### config.mk
export PLATFORM = sky130hd
export DESIGN_NAME = id_ex_pipe_reg
export DESIGN_NICKNAME = d
export VERILOG_FILES = /design/src/rtl/pipe_pkg.sv /design/src/rtl/pipe_field.sv /design/src/rtl/id_ex_pipe_reg.sv
export SDC_FILE = /design/constraint.sdc
export NUM_CORES = 1
export LEC_CHECK = 0
export CAP_MARGIN = 20
export CORE_ASPECT_RATIO = 1.75
export CORE_MARGIN = 4
export CORE_UTILIZATION = 36
export CTS_BUF_LIST = sky130_fd_sc_hd__clkbuf_8
export DETAILED_ROUTE_END_ITERATION = 10
export GPL_TIMING_DRIVEN = 0
export PLACE_DENSITY = 0.73
export SLEW_MARGIN = 15
export SYNTH_ARGS = -nofsm -noshare
export SYNTH_HDL_FRONTEND = slang
export SYNTH_HIERARCHICAL = 1
export SYNTH_SLANG_ARGS = --single-unit
### constraint.sdc
create_clock -name clk -period 0.8 [get_ports clk]
set_input_delay 0.16 -clock clk [delete_from_list [all_inputs] [get_ports clk]]
set_output_delay 0.16 -clock clk [all_outputs]
set_load 0.005 [all_outputs]
### src/rtl/pipe_pkg.sv
// Shared pipeline definitions: control-bundle bit layout and default datapath widths.
package pipe_pkg;

    localparam int unsigned DATA_W = 16;
    localparam int unsigned REG_W  = 3;
    localparam int unsigned CTRL_W = 8;

    localparam int unsigned CTRL_REGWRITE = 0;
    localparam int unsigned CTRL_MEMREAD  = 1;
    localparam int unsigned CTRL_MEMWRITE = 2;
    localparam int unsigned CTRL_MEMTOREG = 3;
    localparam int unsigned CTRL_ALUSRC   = 4;
    localparam int unsigned CTRL_BRANCH   = 5;
    localparam int unsigned CTRL_JUMP     = 6;
    localparam int unsigned CTRL_HALT     = 7;

endpackage

### src/rtl/pipe_field.sv
// Generic pipeline field register: async active-low reset, hold-enable and synchronous clear.
// Clear dominates enable, so a squash still lands while the stage is held.
module pipe_field #(
    parameter int unsigned Width = 8
) (
    input  logic             clk,
    input  logic             rst_n,
    input  logic             en_i,
    input  logic             clr_i,
    input  logic [Width-1:0] d_i,
    output logic [Width-1:0] q_o
);

    logic [Width-1:0] q_d, q_q;

    always_comb begin
        q_d = q_q;
        if (clr_i) begin
            q_d = '0;
        end else if (en_i) begin
            q_d = d_i;
        end
    end

    always_ff @(posedge clk or negedge rst_n) begin
        if (!rst_n) begin
            q_q <= '0;
        end else begin
            q_q <= q_d;
        end
    end

    assign q_o = q_q;

endmodule

### src/rtl/id_ex_pipe_reg.sv
// ID/EX pipeline register with flush > stall > bubble > load priority.
// Optional bubble/flush performance counters when ID_EX_PERF_CNT_EN is defined.
module id_ex_pipe_reg
    import pipe_pkg::*;
#(
    parameter int unsigned DATA_W = pipe_pkg::DATA_W,
    parameter int unsigned REG_W  = pipe_pkg::REG_W,
    parameter int unsigned CTRL_W = pipe_pkg::CTRL_W
) (
    input  logic              clk,
    input  logic              rst_n,
    input  logic              stall_id_ex,
    input  logic              flush_id_ex,
    input  logic              zero_control_signals,
    input  logic              valid_id,
    input  logic [CTRL_W-1:0] ctrl_id,
    input  logic [DATA_W-1:0] pc_plus2_id,
    input  logic [DATA_W-1:0] rd1_id,
    input  logic [DATA_W-1:0] rd2_id,
    input  logic [DATA_W-1:0] imm_id,
    input  logic [REG_W-1:0]  rs_id,
    input  logic [REG_W-1:0]  rt_id,
    input  logic [REG_W-1:0]  rd_id,
    input  logic              rs_valid_id,
    input  logic              rt_valid_id,
    output logic              valid_ex,
    output logic [CTRL_W-1:0] ctrl_ex,
    output logic              MemRead_id_ex,
    output logic [DATA_W-1:0] pc_plus2_ex,
    output logic [DATA_W-1:0] rd1_ex,
    output logic [DATA_W-1:0] rd2_ex,
    output logic [DATA_W-1:0] imm_ex,
    output logic [REG_W-1:0]  rs_ex,
    output logic [REG_W-1:0]  rt_ex,
    output logic [REG_W-1:0]  rd_ex,
`ifdef ID_EX_PERF_CNT_EN
    output logic [15:0]       bubble_cnt,
    output logic [15:0]       flush_cnt,
`endif
    output logic              rs_valid_ex,
    output logic              Rt_valid_id_ex
);

    localparam int unsigned CtlGrpW  = CTRL_W + 3;
    localparam int unsigned DataGrpW = 4 * DATA_W;
    localparam int unsigned SpecGrpW = 3 * REG_W;

    logic                en;
    logic                clr;
    logic                bubble_evt;
    logic [CtlGrpW-1:0]  ctl_grp_d, ctl_grp_q;
    logic [DataGrpW-1:0] data_grp_q;
    logic [SpecGrpW-1:0] spec_grp_q;

    assign en         = ~stall_id_ex;
    assign bubble_evt = zero_control_signals & ~stall_id_ex & ~flush_id_ex;
    assign clr        = flush_id_ex | bubble_evt;

    // Invalid entries carry no control or specifier-valid bits, so they can never act.
    always_comb begin
        ctl_grp_d = '0;
        if (valid_id) begin
            ctl_grp_d = {1'b1, ctrl_id, rs_valid_id, rt_valid_id};
        end
    end

    pipe_field #(.Width(CtlGrpW)) u_ctl_field (
        .clk   (clk),
        .rst_n (rst_n),
        .en_i  (en),
        .clr_i (clr),
        .d_i   (ctl_grp_d),
        .q_o   (ctl_grp_q)
    );

    pipe_field #(.Width(DataGrpW)) u_data_field (
        .clk   (clk),
        .rst_n (rst_n),
        .en_i  (en),
        .clr_i (clr),
        .d_i   ({pc_plus2_id, rd1_id, rd2_id, imm_id}),
        .q_o   (data_grp_q)
    );

    pipe_field #(.Width(SpecGrpW)) u_spec_field (
        .clk   (clk),
        .rst_n (rst_n),
        .en_i  (en),
        .clr_i (clr),
        .d_i   ({rs_id, rt_id, rd_id}),
        .q_o   (spec_grp_q)
    );

    assign {valid_ex, ctrl_ex, rs_valid_ex, Rt_valid_id_ex} = ctl_grp_q;
    assign {pc_plus2_ex, rd1_ex, rd2_ex, imm_ex}            = data_grp_q;
    assign {rs_ex, rt_ex, rd_ex}                            = spec_grp_q;
    assign MemRead_id_ex = ctrl_ex[CTRL_MEMREAD];

`ifdef ID_EX_PERF_CNT_EN
    logic [15:0] bubble_cnt_d, bubble_cnt_q;
    logic [15:0] flush_cnt_d, flush_cnt_q;

    always_comb begin
        bubble_cnt_d = bubble_cnt_q;
        flush_cnt_d  = flush_cnt_q;
        if (bubble_evt && (bubble_cnt_q != 16'hFFFF)) begin
            bubble_cnt_d = bubble_cnt_q + 16'd1;
        end
        if (flush_id_ex && (flush_cnt_q != 16'hFFFF)) begin
            flush_cnt_d = flush_cnt_q + 16'd1;
        end
    end

    always_ff @(posedge clk or negedge rst_n) begin
        if (!rst_n) begin
            bubble_cnt_q <= '0;
            flush_cnt_q  <= '0;
        end else begin
            bubble_cnt_q <= bubble_cnt_d;
            flush_cnt_q  <= flush_cnt_d;
        end
    end

    assign bubble_cnt = bubble_cnt_q;
    assign flush_cnt  = flush_cnt_q;
`endif

endmodule

==> flow_summary.yaml <==
clock_network:
  clock_tree.buffer_depth: 2
  cts_buffers: 9
  htreeDepth: 3
  cts_tree: "yes"
  clock-sinks: 84
  root_buffer: "clkbuf_8"
  clk_pin_slew_ns: 0.08
  clock_latency_ns: 0.35
grt:
  antenna_found_initial: 0
  track_usage_pct: 17.8
  overflow: 0
  grt_pass1_wl_um: 15400
  grt_pass1_vias: 3024
  grt_max_degree: 45
synth:
  synth_top_area_share_pct: 60.1
  yosysWarnings: 6
  syn_nets: 372
  synth_common_cells: "dfrtp_1, mux2i_1, nor2_1, and2_1, buf_1"
  async_flop_share_pct: 100
  synth_cell_type_count: 12
  synth-simple-area-share_pct: 10.8
  synth-adder-area-share_pct: 0
  synth_top_area_cell: "dfrtp_1"
  synth_top_family_by_area: "multiplexers"
  synth-compound-area-share_pct: 0.215
  post_synth_instance_area_um2: 3500
  synth_xor_area_share_pct: 0
  synth.area.top_cells: "dfrtp_1, mux2i_1, nor2_1"
  synth_cells: 283
  synth-edff-count: 0
  synth.avg_cell_area_um2: 12.4
  ys_seq_area_share_pct: 60.1
  synth-main-ff-cell: "dfrtp_1"
  muxShareOfSynthArea_pct: 24.0
  ys_ff_latch: 84
placement:
  gp_congestion: 0.733
  dp_hpwl_um: 7340
  dpl_cell_area_um2: 5470
  pre_cts_ws_ns: -0.820
  portBuffers: 173
pwr:
  power_uw: 9400
  power_density_nw_per_um2: 1640
  p_sw_uw: 2300
  p_sw_share_pct: 24.4
  seqPwrFrac_pct: 48.2
  comb_power_share_pct: 18.4
  clock_power_share_pct: 33.4
  p_int_uw: 7100
  leakage_uw: 0.00306
  vdd_drop_max_v: 0.00129
run:
  cap_violations: 0
routing:
  ant_nets: 0
  wl_um: 10000
  drtIter0Drc: 74
  drt_pre_antenna_iters: 4
  wl_per_cell_um: 15.8
  vias_per_cell: 4.50
  drc_errors: 0
  via_count: 2864
final_layout:
  num_antenna_cells: 0
  final_layout_size_suffix_gt1_share_pct: 35.2
  multi_input_area_um2: 1290
  seqCellArea_um2: 2100
  n_fill_cell: 831
  syn_to_final_growth_pct: 64.0
  nets: 598
  final_area_um2: 5740
floorplanning:
  start_util_pct: 36.9
  rows: 47
  die_w_um: 82.5
  die_area_um2: 11400
  coreArea_um2: 9470
  ios: 174
  dieHeight_um: 138
worst_setup_path:
  worstPathRequired_ns: 0.64
  worstSetupEndpointType: "output pin"
  cp_max_fo: 3
  worstSetupStartpointType: "flip-flop"
  crit_arrival_ns: 0.99
  critPathKind: "flip-flop to output pin"
worst_hold_path:
  holdCritPathClass: "input port to asynchronous set/reset pin"
sta:
  relSlewSlack_pct: 61.9
  finalSetupViolations: 97
  max_freq_mhz: 870
  worst_slack_ns: -0.350
  hold_violations: 43
  finalClockSkew_ns: 0
  final_max_slew_viol_count: 0
  grt_setup_unrepaired: "true"
  worst_pin_slew_ns: 0.571
  hold_ws_ns: -0.205
  finalCritPeriodShare_pct: 144
  min_period_ns: 1.15
status:
  status: "finished with violations"
  violations: "negative hold slack, negative setup slack"
-- per-layer routing --
metal	vias up	share of wire [%]	global-route usage, %
met5	-	0	0
met3	23	6.2	4.49
met2	93	57	32.4
li1	1382	-	-
met4	0	3.8	8.96
met1	1366	33	17.9
-- logic make-up (layout without fill, tap and decap cells) --
logic type             count (synthesis)  after routing
AOI/OAI and AO/OA                      1              1
buffers and inverters                 20            251
and+or+nand+nor                       94             94
DFF                                   84             84
muxes                                 84             84
-- cell type report --
class	count	share of cell area, %
plain buffers	19	4.67
clock buffers	11	2.64
clock inverters	5	1.05
inverters	1	0.131
multi-input cells	179	22.5
flip-flops and latches	84	36.6
well taps	122	2.66
repair buffers	215	29.7
-- what timing repair did --
action	CTS	global route
setup buffers	23	23
endpoints found under the setup margin	169	113
cloned	2	1
pin swaps	10	27
hold endpoints to repair	43	43
gates resized for setup	360	27
-- flip-flops by register name, summed over array words and instances (netlist names) --
name and flops:
u_data_field/q_o 64, u_ctl_field/q_o 11, u_spec_field/q_o 9
-- worst max-delay path, cell delays in order, from the launching register on --
cell     delay [ns]
dfrtp_1        0.41
buf_6          0.12
buf_6          0.10
-- path summary, 6_finish.rpt --
| kind | from | end | slack (ns) | depth (start not counted) |
|---|---|---|---|---|
| worst max register to register | u_data_field/q_o[14] | u_data_field/q_o[14] | -0.06 | 3 |
| worst max-delay path | u_ctl_field/q_o[3] | ctrl_ex[1] | -0.35 | 2 |
| worst min register to register | u_spec_field/q_o[3] | u_spec_field/q_o[3] | 0.52 | 2 |
| max in group asynchronous | rst_n | u_data_field/q_o[3] | 0.37 | 2 |
| min in group clk | flush_id_ex | u_ctl_field/q_o[8] | 0.34 | 4 |
| worst min-delay path | rst_n | u_data_field/q_o[33] | -0.20 | 1 |
-- placed cells by master, fill, tap and decap left out, drive strengths merged --
master	synthesis	layout
nor2	84	84
clkinvlp	0	2
buf	17	145
clkbuf	2	14
dfrtp	84	84
clkinv	0	3
mux2i	84	84
and2	10	10
a21o	1	1
dlygate4sd2	0	3
bufinv	0	1
clkdlybuf4s50	0	83
-- through the flow --
stage	cells	utilization (%)	TNS, ns
2_1_floorplan	283	-	-8.61
3_3_place_gp	578	57.5	-365.24
3_5_place_dp	579	57.7	-82.78
4_1_cts	620	58.3	-21.15
5_1_grt	636	60.6	-25.43
6_report	636	60.6	-19.35
-- power by group through the flow --
| stage | Sequential, µW | Clock (µW) | Combinational (µW) |
|---|---|---|---|
| 2_1_floorplan | 4630 | 0 | 610 |
| 3_3_place_gp | 4610 | 0 | 1650 |
| 3_5_place_dp | 4620 | 0 | 1690 |
| 4_1_cts | 4530 | 3250 | 1640 |
| 5_1_grt | 4560 | 3480 | 1870 |
| 6_report | 4530 | 3140 | 1730 |
Note: power is estimated with default switching activity, not from simulation.
